===== config.mk =====
export PLATFORM = sky130hd
export DESIGN_NAME = unified_mem_arbiter
export DESIGN_NICKNAME = d
export VERILOG_FILES = /design/src/rtl/unified_mem_arbiter.sv
export SDC_FILE = /design/constraint.sdc
export NUM_CORES = 1
export LEC_CHECK = 0
export ABC_AREA = 1
export BUFFER_PORTS_ARGS = -buffer_cell sky130_fd_sc_hd__buf_4
export CAP_MARGIN = 25
export CORE_MARGIN = 5
export CORE_UTILIZATION = 47
export DETAILED_ROUTE_END_ITERATION = 8
export HOLD_SLACK_MARGIN = 0.02
export PLACE_DENSITY = 0.8
export SLEW_MARGIN = 20
export SYNTH_ARGS = -nofsm -noshare
export SYNTH_HDL_FRONTEND = slang
export SYNTH_SLANG_ARGS = --single-unit

===== constraint.sdc =====
create_clock -name clk -period 1.89 [get_ports clk]
set_clock_uncertainty 0.15 [all_clocks]
set_input_delay 0.0945 -clock clk [delete_from_list [all_inputs] [get_ports clk]]
set_output_delay 0.0945 -clock clk [all_outputs]
set_load 0.005 [all_outputs]

===== src/rtl/unified_mem_arbiter.sv =====
// Arbitrates fetch and data requesters onto one fixed-latency unified memory.
// Each access runs IDLE -> BUSY (MEM_LATENCY cycles) -> RESP (ready pulse).
module unified_mem_arbiter #(
    parameter int MEM_LATENCY  = 4,
    parameter int STARVE_LIMIT = 3
) (
    input  logic        clk,
    input  logic        reset,
    input  logic        if_req,
    input  logic [31:0] if_addr,
    output logic        if_ready,
    output logic [31:0] if_rdata,
    input  logic        d_req,
    input  logic        d_we,
    input  logic [31:0] d_addr,
    input  logic [31:0] d_wdata,
    output logic        d_ready,
    output logic [31:0] d_rdata,
    output logic        mem_req,
    output logic        mem_we,
    output logic [31:0] mem_addr,
    output logic [31:0] mem_wdata,
    input  logic [31:0] mem_rdata,
    output logic        busy,
    output logic        owner_d
);

    localparam int SW = (STARVE_LIMIT < 4) ? 2 : $clog2(STARVE_LIMIT + 1);
    localparam logic [3:0]    CNT_INIT   = 4'(MEM_LATENCY - 1);
    localparam logic [SW-1:0] STARVE_MAX = SW'(STARVE_LIMIT);

    typedef enum logic [1:0] {
        IDLE,
        BUSY,
        RESP
    } state_t;

    state_t        state_q, state_d;
    logic [3:0]    cnt_q, cnt_d;
    logic [SW-1:0] starve_q, starve_d;
    logic          own_q, own_d;
    logic          we_q, we_d;
    logic [31:0]   addr_q, addr_d;
    logic [31:0]   wdata_q, wdata_d;
    logic [31:0]   if_rdata_q, if_rdata_d;
    logic [31:0]   d_rdata_q, d_rdata_d;
    logic          if_ready_q, if_ready_d;
    logic          d_ready_q, d_ready_d;
    logic          mem_req_q, mem_req_d;
    logic          busy_q, busy_d;
    logic          grant_d;

    always_comb begin
        state_d    = state_q;
        cnt_d      = cnt_q;
        starve_d   = starve_q;
        own_d      = own_q;
        we_d       = we_q;
        addr_d     = addr_q;
        wdata_d    = wdata_q;
        if_rdata_d = if_rdata_q;
        d_rdata_d  = d_rdata_q;
        if_ready_d = 1'b0;
        d_ready_d  = 1'b0;
        mem_req_d  = mem_req_q;
        busy_d     = busy_q;
        grant_d    = 1'b0;
        unique case (state_q)
            IDLE: begin
                if (if_req || d_req) begin
                    // Fetch is forced once data has won STARVE_LIMIT times in a row
                    grant_d   = d_req && !(if_req && starve_q == STARVE_MAX);
                    state_d   = BUSY;
                    own_d     = grant_d;
                    cnt_d     = CNT_INIT;
                    addr_d    = grant_d ? d_addr : if_addr;
                    we_d      = grant_d && d_we;
                    wdata_d   = grant_d ? d_wdata : 32'h0;
                    mem_req_d = 1'b1;
                    busy_d    = 1'b1;
                    if (grant_d && if_req) begin
                        if (starve_q != STARVE_MAX) begin
                            starve_d = starve_q + SW'(1);
                        end
                    end else begin
                        starve_d = '0;
                    end
                end
            end
            BUSY: begin
                if (cnt_q != 4'd0) begin
                    cnt_d = cnt_q - 4'd1;
                end else begin
                    state_d    = RESP;
                    mem_req_d  = 1'b0;
                    if_ready_d = !own_q;
                    d_ready_d  = own_q;
                    if (own_q) begin
                        d_rdata_d = mem_rdata;
                    end else begin
                        if_rdata_d = mem_rdata;
                    end
                end
            end
            RESP: begin
                state_d = IDLE;
                busy_d  = 1'b0;
            end
            default: begin
                state_d   = IDLE;
                mem_req_d = 1'b0;
                busy_d    = 1'b0;
            end
        endcase
    end

    always_ff @(posedge clk) begin
        if (reset) begin
            state_q    <= IDLE;
            cnt_q      <= 4'd0;
            starve_q   <= '0;
            own_q      <= 1'b0;
            we_q       <= 1'b0;
            addr_q     <= 32'h0;
            wdata_q    <= 32'h0;
            if_rdata_q <= 32'h0;
            d_rdata_q  <= 32'h0;
            if_ready_q <= 1'b0;
            d_ready_q  <= 1'b0;
            mem_req_q  <= 1'b0;
            busy_q     <= 1'b0;
        end else begin
            state_q    <= state_d;
            cnt_q      <= cnt_d;
            starve_q   <= starve_d;
            own_q      <= own_d;
            we_q       <= we_d;
            addr_q     <= addr_d;
            wdata_q    <= wdata_d;
            if_rdata_q <= if_rdata_d;
            d_rdata_q  <= d_rdata_d;
            if_ready_q <= if_ready_d;
            d_ready_q  <= d_ready_d;
            mem_req_q  <= mem_req_d;
            busy_q     <= busy_d;
        end
    end

    assign if_ready  = if_ready_q;
    assign if_rdata  = if_rdata_q;
    assign d_ready   = d_ready_q;
    assign d_rdata   = d_rdata_q;
    assign mem_req   = mem_req_q;
    assign mem_we    = we_q;
    assign mem_addr  = addr_q;
    assign mem_wdata = wdata_q;
    assign busy      = busy_q;
    assign owner_d   = own_q;

endmodule


==> results of run 1 <==
cells in the final DEF, fill, tap and decap left out, drive strengths merged, types with 3 or more instances in the layout:
cell type,netlist,final
a21oi,7,7
buf,39,282
bufinv,0,5
clkbuf,20,24
clkinv,1,3
dfxtp,142,142
dlygate4sd3,0,132
ha,3,3
inv,42,42
nand2,342,342
nand3,36,36
nand4,64,64
nor2,141,141
nor3,3,3
o21ai,3,3
how the worst max path moves through the flow:
stage / slack [ns] / end / start / cells after the start
2_1_floorplan: 0.34 / mem_wdata[0]$_SDFFE_PP0P_ / starve_q[0]$_SDFFE_PP0P_ / 8
3_3_place_gp: 0.11 / cnt_q[3]$_SDFFE_PP0P_ / state_q[0]$_SDFFE_PP0P_ / 8
3_5_place_dp: 0.06 / d_rdata[23]$_SDFFE_PP0P_ / cnt_q[1]$_SDFFE_PP0P_ / 9
4_1_cts: 0.03 / cnt_q[3]$_SDFFE_PP0P_ / state_q[0]$_SDFFE_PP0P_ / 8
5_1_grt: 0.03 / cnt_q[3]$_SDFFE_PP0P_ / state_q[0]$_SDFFE_PP0P_ / 8
6_report: 0.11 / busy$_SDFFE_PP0P_ / if_req / 5
stage by stage:
stage / utilization / instance area [um^2]
after floorplan: - / 5800
after global placement: 0.657 / 7930
after detailed placement: 0.657 / 7930
after CTS: 0.823 / 9920
after global routing: 0.824 / 9940
final: 0.824 / 9940
power by group through the flow:
stage / clock network (mW) / registers, mW / logic (mW)
global route: 3.98 / 3.48 / 2.27
global placement: 0 / 3.49 / 1.75
CTS: 3.81 / 3.43 / 1.99
detailed placement: 0 / 3.49 / 1.76
finish: 3.80 / 3.45 / 2.08
floorplan: 0 / 3.50 / 0.887
flip-flops by register name, indices dropped and copies added, names as in the netlist, 2 cells and up:
name and flops:
d_rdata 32, if_rdata 32, mem_addr 32, mem_wdata 32, cnt_q 4, starve_q 2, state_q 2
critical path, cell delays in order:
cell,delay (ns)
dlygate4sd3_1,0.57
buf_4,0.15
o21ai_1,0.38
a21oi_1,0.12
dlygate4sd3_1,0.59
routing by layer:
layer | GRT usage | routed length [um] | up-vias
met4 | 0.166 | 1240 | 0
met1 | 0.344 | 8330 | 3305
met2 | 0.554 | 11700 | 446
li1 | - | - | 3384
met3 | 0.105 | 2350 | 105
met5 | 0 | 0 | -
layout make-up:
class / count / area (um^2) / area share
diodes: 2 / 5.00 / 0.000503
inverters: 43 / 161 / 0.0162
repair buffers: 415 / 3520 / 0.354
flip-flops and latches: 142 / 2840 / 0.286
well taps: 168 / 210 / 0.0211
clock inverters: 9 / 179 / 0.0180
multi-input cells: 599 / 2530 / 0.254
clock buffers: 23 / 498 / 0.0501
logic make-up after synthesis:
logic type / count (synthesis) / share of synthesized area
and+or+nand+nor: 586 / 0.418
DFF: 142 / 0.491
buffers and inverters: 102 / 0.0766
AOI/OAI and AO/OA: 10 / 0.00863
adders and majority gates: 3 / 0.00648
timing repair:
item | CTS | global route
hold endpoints to repair | 137 | 0
resized for setup | 0 | 4
setup buffers | 0 | 0
endpoints found under the setup margin | 0 | 31
hold buffers | 132 | 0
==> results.sh, run 1 <==
export IMPL_wl_per_cell_um=16.9
export IMPL_synth_top_cells_by_count="nand2_1 (342), dfxtp_1 (142), nor2_1 (138)"
export IMPL_num_fill_cells=677
export IMPL_core_area_mm2=0.0121
export IMPL_ir_drop_uv=499
export IMPL_drive_above_1_share=0.262
export IMPL_rsz0062_at_grt="false"
export IMPL_clockBufferDepth=2
export IMPL_overflow=0
export IMPL_period_share=0.940
export IMPL_synth_top_area_cell="dfxtp_1"
export IMPL_grt_pass1_wl_um=37000
export IMPL_whs_path_depth=6
export IMPL_switchingPower_mw=2.55
export IMPL_synth_most_common_cell="nand2_1"
export IMPL_synthArstFlopShare=0
export IMPL_port_buffers=266
export IMPL_seq_power_share=0.370
export IMPL_syn_area_per_cell_um2=6.87
export IMPL_cp_end_kind="flop"
export IMPL_clock_sinks=142
export IMPL_worst_endpoint_required_ns=2.03
export IMPL_setup_violations=0
export IMPL_synthCells=843
export IMPL_r2r_end="busy$_SDFFE_PP0P_"
export IMPL_hold_start="d_req"
export IMPL_holdCritPathClass="in -> reg"
export IMPL_layout_setup_ws_ns=0.113
export IMPL_worst_slew_pin_slew_ns=0.470
export IMPL_cts_tree="done"
export IMPL_final_cell_count_no_fill=1401
export IMPL_grt_pass1_vias=7287
export IMPL_crit_path_start_kind="input pin"
export IMPL_final_hold_viol_count=0
export IMPL_synth_seq_cells=142
export IMPL_cts_buffers=17
export IMPL_synth_edff_count=0
export IMPL_synth_top_cell_area_share=0.491
export IMPL_track_usage=0.319
export IMPL_gp_congestion=0.808
export IMPL_antenna_found_initial=2
export IMPL_whs_endpoint="starve_q[0]$_SDFFE_PP0P_"
export IMPL_synth_area_mm2=0.00580
export IMPL_path_max_fanout=4
export IMPL_pwr_share_comb=0.223
export IMPL_initial_core_util=0.480
export IMPL_sw_frac_of_total=0.273
export IMPL_clkTransAtPathRegs_ns=0.05
export IMPL_antenna_left=0
export IMPL_cts_root_buf="clkbuf_16"
export IMPL_fp_dieW_um=121
export IMPL_grt_max_degree=68
export IMPL_num_rows=40
export IMPL_area_growth_pct=71.6
export IMPL_via_count=7240
export IMPL_hpwl_um=12700
export IMPL_dr_pass1_iters=6
export IMPL_finalNetCount=1354
export IMPL_finalPower_mw=9.33
export IMPL_placed_cells=1235
export IMPL_timing_rr_start="state_q[1]$_SDFFE_PP0P_"
export IMPL_internal_power_mw=6.78
export IMPL_synth_area_leaders="dfxtp_1 (49%), nand2_1 (22%), nor2_1 (8.9%), nand4_1 (6.9%), nand3_1 (3.1%)"
export IMPL_place_ws_ns=0.0632
export IMPL_fin_crit_ns=1.78
export IMPL_fmax_ghz=0.563
export IMPL_status="completed"
export IMPL_clkPwrFrac=0.407
export IMPL_yosysUniqueCellTypes=19
export IMPL_routed_wl_um=23700
export IMPL_h_tree_depth=4
export IMPL_r2r_cells=4
export IMPL_path_class="in -> reg"
export IMPL_leakage_nw=5.10
export IMPL_dieArea_mm2=0.0147
export IMPL_syn_nets=979
export IMPL_cap_violations=0
export IMPL_drc=0
export IMPL_power_density_mw_per_mm2=939
export IMPL_slew_viol_final=0
export IMPL_slew_headroom=0.685
export IMPL_ys_seq_area_frac=0.491
export IMPL_drt_iter0_drc=812
export IMPL_clkLatencyLatePin_ns=0.41
export IMPL_r2r_slack_ns=0.17
export IMPL_tns_ns=0
export IMPL_holdWs_ns=0.112
export IMPL_ys_dominant_reg_cell="dfxtp_1"
export IMPL_die_height_um=121
export IMPL_io_pins=267
export IMPL_crit_arrival_ns=1.92
export IMPL_vias_per_cell=5.17
export IMPL_yosysWarnings=0
No activity file was read; power rests on OpenSTA's default activity.
==> run 2, diff against run 1 <==
Settings changed: CORE_UTILIZATION 47 to 50, PLACE_DENSITY 0.8 to 0.85, RECOVER_POWER set to 25.
Clock period 1.89 ns to 2.2 ns, I/O delays scaled along.
==> results.sh, run 2 (same netlist as run 1, synthesis figures left out) <==
export IMPL_cts_tree="done"
export IMPL_die_height_um=118
export IMPL_port_buffers=266
export IMPL_clkTransAtPathRegs_ns=0.06
export IMPL_clkLatencyLatePin_ns=0.42
export IMPL_drc=0
export IMPL_track_usage=0.348
export IMPL_grt_pass1_wl_um=39500
export IMPL_clock_sinks=142
export IMPL_holdCritPathClass="in -> reg"
export IMPL_worst_slew_pin_slew_ns=0.451
export IMPL_cts_buffers=17
export IMPL_grt_pass1_vias=7619
export IMPL_path_max_fanout=36
export IMPL_cap_violations=0
export IMPL_cp_end_kind="flop"
export IMPL_slew_headroom=0.699
export IMPL_cts_root_buf="clkbuf_16"
export IMPL_drt_iter0_drc=971
export IMPL_holdWs_ns=0.113
export IMPL_core_area_mm2=0.0114
export IMPL_wl_per_cell_um=18.3
export IMPL_fin_crit_ns=2.11
export IMPL_fin_util=0.857
export IMPL_period_share=0.957
export IMPL_initial_core_util=0.510
export IMPL_via_count=7508
export IMPL_gp_congestion=0.834
export IMPL_final_cell_mix="nand2_1 (341), buf_4 (209), dfxtp_1 (142), nor2_1 (136), dlygate4sd3_1 (131)"
export IMPL_overflow=0
export IMPL_fmax_ghz=0.475
export IMPL_power_density_mw_per_mm2=791
export IMPL_drive_above_1_share=0.242
export IMPL_grt_max_degree=68
export IMPL_io_pins=267
export IMPL_status="completed"
export IMPL_vias_per_cell=5.45
export IMPL_num_rows=39
export IMPL_antenna_found_initial=2
export IMPL_post_cts_setup_buffers=0
export IMPL_rsz0062_at_grt="false"
export IMPL_regArea_mm2=0.00284
export IMPL_crit_arrival_ns=2.31
export IMPL_dieArea_mm2=0.0138
export IMPL_mostFrequentLayoutCell="nand2_1"
export IMPL_fp_dieW_um=118
export IMPL_setup_violations=0
export IMPL_leakage_nw=4.96
export IMPL_crit_path_start_kind="flop"
export IMPL_h_tree_depth=4
export IMPL_multi_input_area_mm2=0.00253
export IMPL_routed_wl_um=25200
export IMPL_area_growth_pct=68.2
export IMPL_dr_pass1_iters=7
export IMPL_path_class="reg -> reg"
export IMPL_hpwl_um=12900
export IMPL_antenna_left=0
export IMPL_tns_ns=0
export IMPL_place_ws_ns=0.507
export IMPL_ir_drop_uv=488
export IMPL_final_area_mm2=0.00975
export IMPL_layout_setup_ws_ns=0.0936
export IMPL_finalNetCount=1355
export IMPL_worst_endpoint_required_ns=2.41
export IMPL_place_area_mm2=0.00789
export IMPL_slew_viol_final=0
export IMPL_num_fill_cells=608
export IMPL_final_hold_viol_count=0
export IMPL_clockBufferDepth=2
==> run 2: changes by cell type in the layout (fill, tap and decap cells not counted), sizes merged <==
cell	previous run	this run
bufinv	5	3
clkinvlp	2	4
buf	282	215
dlygate4sd3	132	131
clkinv	3	5
clkbuf	24	88
inv	42	44
dlymetal6s4s	0	1
==> run 2: routing by layer <==
layer	wire length, um	GRT usage	share of wire
met5	0	0	0
met4	1690	0.225	0.067
met3	2510	0.0985	0.10
met2	12300	0.589	0.49
met1	8640	0.378	0.34
==> run 2: worst paths after layout <==
check	start	to	slack, ns	cells past startpoint
worst max register to register	starve_q[0]$_SDFFE_PP0P_	mem_addr[3]$_SDFFE_PP0P_	0.09	10
worst min-delay path	d_req	starve_q[0]$_SDFFE_PP0P_	0.11	5
worst max-delay path	starve_q[0]$_SDFFE_PP0P_	mem_addr[3]$_SDFFE_PP0P_	0.09	10
worst min register to register	mem_addr[30]$_SDFFE_PP0P_	mem_addr[30]$_SDFFE_PP0P_	0.29	2
==> run 2: metrics by stage <==
stage / total power [mW] / std cells
finish: 7.70 / 1377
floorplan: 3.77 / 843
CTS: 7.60 / 1375
global placement: 4.47 / 1211
global route: 8.00 / 1377
detailed placement: 4.50 / 1211
==> run 2: critical path: stages, from the launching register on <==
cell,delay (ns)
dfxtp_1,0.32
ha_1,0.20
nand2_1,0.07
nand2_2,0.07
inv_2,0.11
buf_12,0.20
nand2_1,0.09
nand2_1,0.08
dlygate4sd3_1,0.55
nand2_1,0.09
nand2_1,0.11
==> run 2: layout make-up <==
class	instances	area share
Tap cell	143	0.0184
Timing Repair Buffer	416	0.352
Clock inverter	13	0.0169
Inverter	43	0.0166
Clock buffer	19	0.0444
Sequential cell	142	0.292
Antenna cell	2	0.000514
Multi-Input combinational cell	599	0.259
==> run 2: timing repair <==
action	in CTS	in global routing
endpoints found under the hold margin	140	0
endpoints found under the setup margin	0	32
hold buffers	132	0
resized for setup	0	8
==> run 2: report_power, final <==
| group | internal [mW] | total, mW | switching, mW |
|---|---|---|---|
| clock network | 1.79 | 2.94 | 1.15 |
| logic | 0.823 | 1.79 | 0.969 |
| registers | 2.82 | 2.98 | 0.159 |
==> run 3, diff against run 2 <==
Settings changed: ABC_AREA 1 to not set, CORE_UTILIZATION 50 to 49.
==> results.sh, run 3 <==
export IMPL_status="finished, violations left"
export IMPL_violations="negative setup slack"
export IMPL_holdWs_ns=0.212
export IMPL_synth_edff_count=0
export IMPL_grt_pass1_wl_um=33300
export IMPL_initial_core_util=0.499
export IMPL_synth_top_cells_by_count="dfxtp_1 (142), nand2_1 (99), mux2i_1 (97)"
export IMPL_synth_area_mm2=0.00539
export IMPL_crit_path_top_delay_cell="dlygate4sd3_1"
export IMPL_ys_dominant_reg_cell="dfxtp_1"
export IMPL_wl_per_cell_um=22.3
export IMPL_pwr_share_comb=0.183
export IMPL_track_usage=0.328
export IMPL_hold_start="d_wdata[26]"
export IMPL_dr_pass1_iters=6
export IMPL_vias_per_cell=5.51
export IMPL_yosysWarnings=0
export IMPL_cp_end_kind="flop"
export IMPL_io_pins=267
export IMPL_whs_endpoint="mem_wdata[26]$_SDFFE_PP0P_"
export IMPL_grtUsageMet1=0.327
export IMPL_core_area_mm2=0.0108
export IMPL_crit_arrival_ns=2.48
export IMPL_worst_endpoint_required_ns=2.44
export IMPL_holdCritPathClass="in -> reg"
export IMPL_num_fill_cells=491
export IMPL_period_share=1.02
export IMPL_grt_max_degree=66
export IMPL_grt_busiest_layer="met2"
export IMPL_fmax_ghz=0.446
export IMPL_path_class="reg -> reg"
export IMPL_die_height_um=115
export IMPL_gp_congestion=0.838
export IMPL_clockBufferDepth=2
export IMPL_cts_root_buf="clkbuf_8"
export IMPL_worst_slew_pin_slew_ns=0.705
export IMPL_slew_viol_final=0
export IMPL_grt_pass1_vias=6265
export IMPL_num_rows=38
export IMPL_clkTransAtPathRegs_ns=0.07
export IMPL_power_density_mw_per_mm2=772
export IMPL_synth_seq_cells=142
export IMPL_h_tree_depth=4
export IMPL_overflow=0
export IMPL_r2r_slack_ns=-0.04
export IMPL_hpwl_um=11500
export IMPL_switchingPower_mw=1.85
export IMPL_mostFrequentLayoutCell="buf_4"
export IMPL_final_cell_mix="buf_4 (205), dfxtp_1 (142), dlygate4sd3_1 (134), nand2_1 (99), mux2i_1 (96)"
export IMPL_cap_violations=0
export IMPL_tns_ns=-0.0613
export IMPL_drive_above_1_share=0.343
export IMPL_r2r_cells=6
export IMPL_final_hold_viol_count=0
export IMPL_clock_sinks=142
export IMPL_whs_path_depth=3
export IMPL_finalNetCount=1021
export IMPL_r2r_end="mem_addr[0]$_SDFFE_PP0P_"
export IMPL_seq_power_share=0.404
export IMPL_yosysUniqueCellTypes=41
export IMPL_drt_iter0_drc=494
export IMPL_cp_cell_sequence="ha_2, a21boi_4, buf_4, mux2i_1, dlygate4sd3_1, o2bb2ai_1"
export IMPL_synthCells=492
export IMPL_via_count=5741
export IMPL_antenna_left=0
export IMPL_dieArea_mm2=0.0132
export IMPL_fp_dieW_um=115
export IMPL_cts_buffers=17
export IMPL_critPathMaxStageDelay_ns=0.60
export IMPL_area_growth_pct=73.7
export IMPL_synth_top_cell_area_share=0.528
export IMPL_ir_drop_uv=520
export IMPL_syn_area_per_cell_um2=10.9
export IMPL_clkLatencyLatePin_ns=0.51
export IMPL_setup_violations=2
export IMPL_layout_setup_ws_ns=-0.0410
export IMPL_drc=0
export IMPL_ys_seq_area_frac=0.528
export IMPL_synth_most_common_cell="dfxtp_1"
export IMPL_synth_top_area_cell="dfxtp_1"
export IMPL_slew_headroom=0.529
export IMPL_path_max_fanout=7
export IMPL_cts_tree="done"
export IMPL_timing_rr_start="starve_q[0]$_SDFFE_PP0P_"
export IMPL_clkPwrFrac=0.413
export IMPL_leakage_nw=4.37
export IMPL_synth_area_leaders="dfxtp_1 (53%), mux2i_1 (18%), nand2_1 (6.9%), a22o_1 (5.4%), o2bb2ai_1 (5.2%)"
export IMPL_syn_nets=628
export IMPL_routed_wl_um=23200
export IMPL_crit_path_start_kind="flop"
export IMPL_met3_usage=0.0842
export IMPL_fin_crit_ns=2.24
export IMPL_antenna_found_initial=3
export IMPL_port_buffers=266
export IMPL_synthArstFlopShare=0
export IMPL_internal_power_mw=5.37
export IMPL_sw_frac_of_total=0.256
export IMPL_use_met2=0.602
run 3: cell types whose count changed in the layout (fill, tap and decap cells not counted), sizes merged, moves of 3 or more:
cell | previous run | this run
a21boi | 0 | 3
a22o | 0 | 33
buf | 215 | 209
dlygate4sd3 | 131 | 134
inv | 44 | 5
mux2i | 0 | 97
nand2 | 342 | 99
nand3 | 36 | 1
nand4 | 64 | 2
nor2 | 141 | 4
o2bb2ai | 0 | 32
run 3: cell families (layout without fill, tap and decap cells):
group / after synthesis / in the layout / synth area share
flops: 142 / 142 / 0.528
fa+ha+maj: 3 / 3 / 0.00697
buf+inv: 42 / 448 / 0.0562
other cells: 0 / 3 / 0
compound gates: 85 / 85 / 0.129
mux: 97 / 97 / 0.180
simple gates: 123 / 123 / 0.0994
run 3: stage by stage:
step / setup slack [ns] / cell area (um^2) / total power, mW / util / std cells
5_1_grt: -0.0810 / 9350 / 7.42 / 0.867 / 1041
3_5_place_dp: 0.388 / 7410 / 3.97 / 0.687 / 869
6_report: -0.0410 / 9350 / 7.22 / 0.867 / 1041
2_1_floorplan: 0.587 / 5390 / 3.42 / - / 492
3_3_place_gp: 0.482 / 7410 / 3.93 / 0.687 / 869
4_1_cts: 0.120 / 9370 / 7.08 / 0.868 / 1035
run 3: layer usage:
metal | share of wire | vias to the layer above
met1 | 0.33 | 2736
met5 | 0 | -
li1 | - | 2531
met4 | 0.062 | 0
met2 | 0.53 | 367
met3 | 0.074 | 107
run 3: worst max-delay path: cells and delay by family, from the launching register on:
family	cells	cell delay, ns
multiplexers	1	0.21
adder cells (fa/ha/maj)	1	0.24
AO/OA/AOI/OAI	2	0.38
flip-flops	1	0.35
buffers and inverters	2	0.78
run 3: what timing repair did:
item | 4_1_cts | 5_1_grt
hold buffers | 134 | 1
gates resized for setup | 0 | 4
buffers inserted | 0 | 3
setup endpoints to repair | 0 | 4
endpoints found under the hold margin | 141 | 1
run 3: final cells by class:
cell class,count,area (um^2),area share
inverter,5,18.8,0.00201
multi-input combinational,308,2270,0.243
tap,140,175,0.0187
clock buffer,22,483,0.0516
sequential,142,2840,0.304
timing repair buffer,411,3420,0.365
antenna,3,7.51,0.000803
clock inverter,10,134,0.0143
run 3: worst max path at each step:
stage                              from                        end  slack, ns  cells after the start
3_3_place_gp      cnt_q[0]$_SDFFE_PP0P_  if_rdata[29]$_SDFFE_PP0P_       0.48                      6
3_5_place_dp      cnt_q[0]$_SDFFE_PP0P_  if_rdata[12]$_SDFFE_PP0P_       0.39                      6
5_1_grt        starve_q[0]$_SDFFE_PP0P_   mem_addr[0]$_SDFFE_PP0P_      -0.08                      6
4_1_cts           cnt_q[0]$_SDFFE_PP0P_       mem_req$_SDFFE_PP0P_       0.12                      6
2_1_floorplan     cnt_q[0]$_SDFFE_PP0P_        if_ready$_SDFF_PP0_       0.59                      7
6_report       starve_q[0]$_SDFFE_PP0P_   mem_addr[0]$_SDFFE_PP0P_      -0.04                      6
run 3: power by group through the flow:
stage,Clock [mW],Combinational (mW),Sequential (mW)
floorplan,0,0.485,2.93
global placement,0,0.997,2.93
detailed placement,0,1.03,2.93
CTS,2.95,1.24,2.89
global route,3.10,1.39,2.93
finish,2.98,1.32,2.92
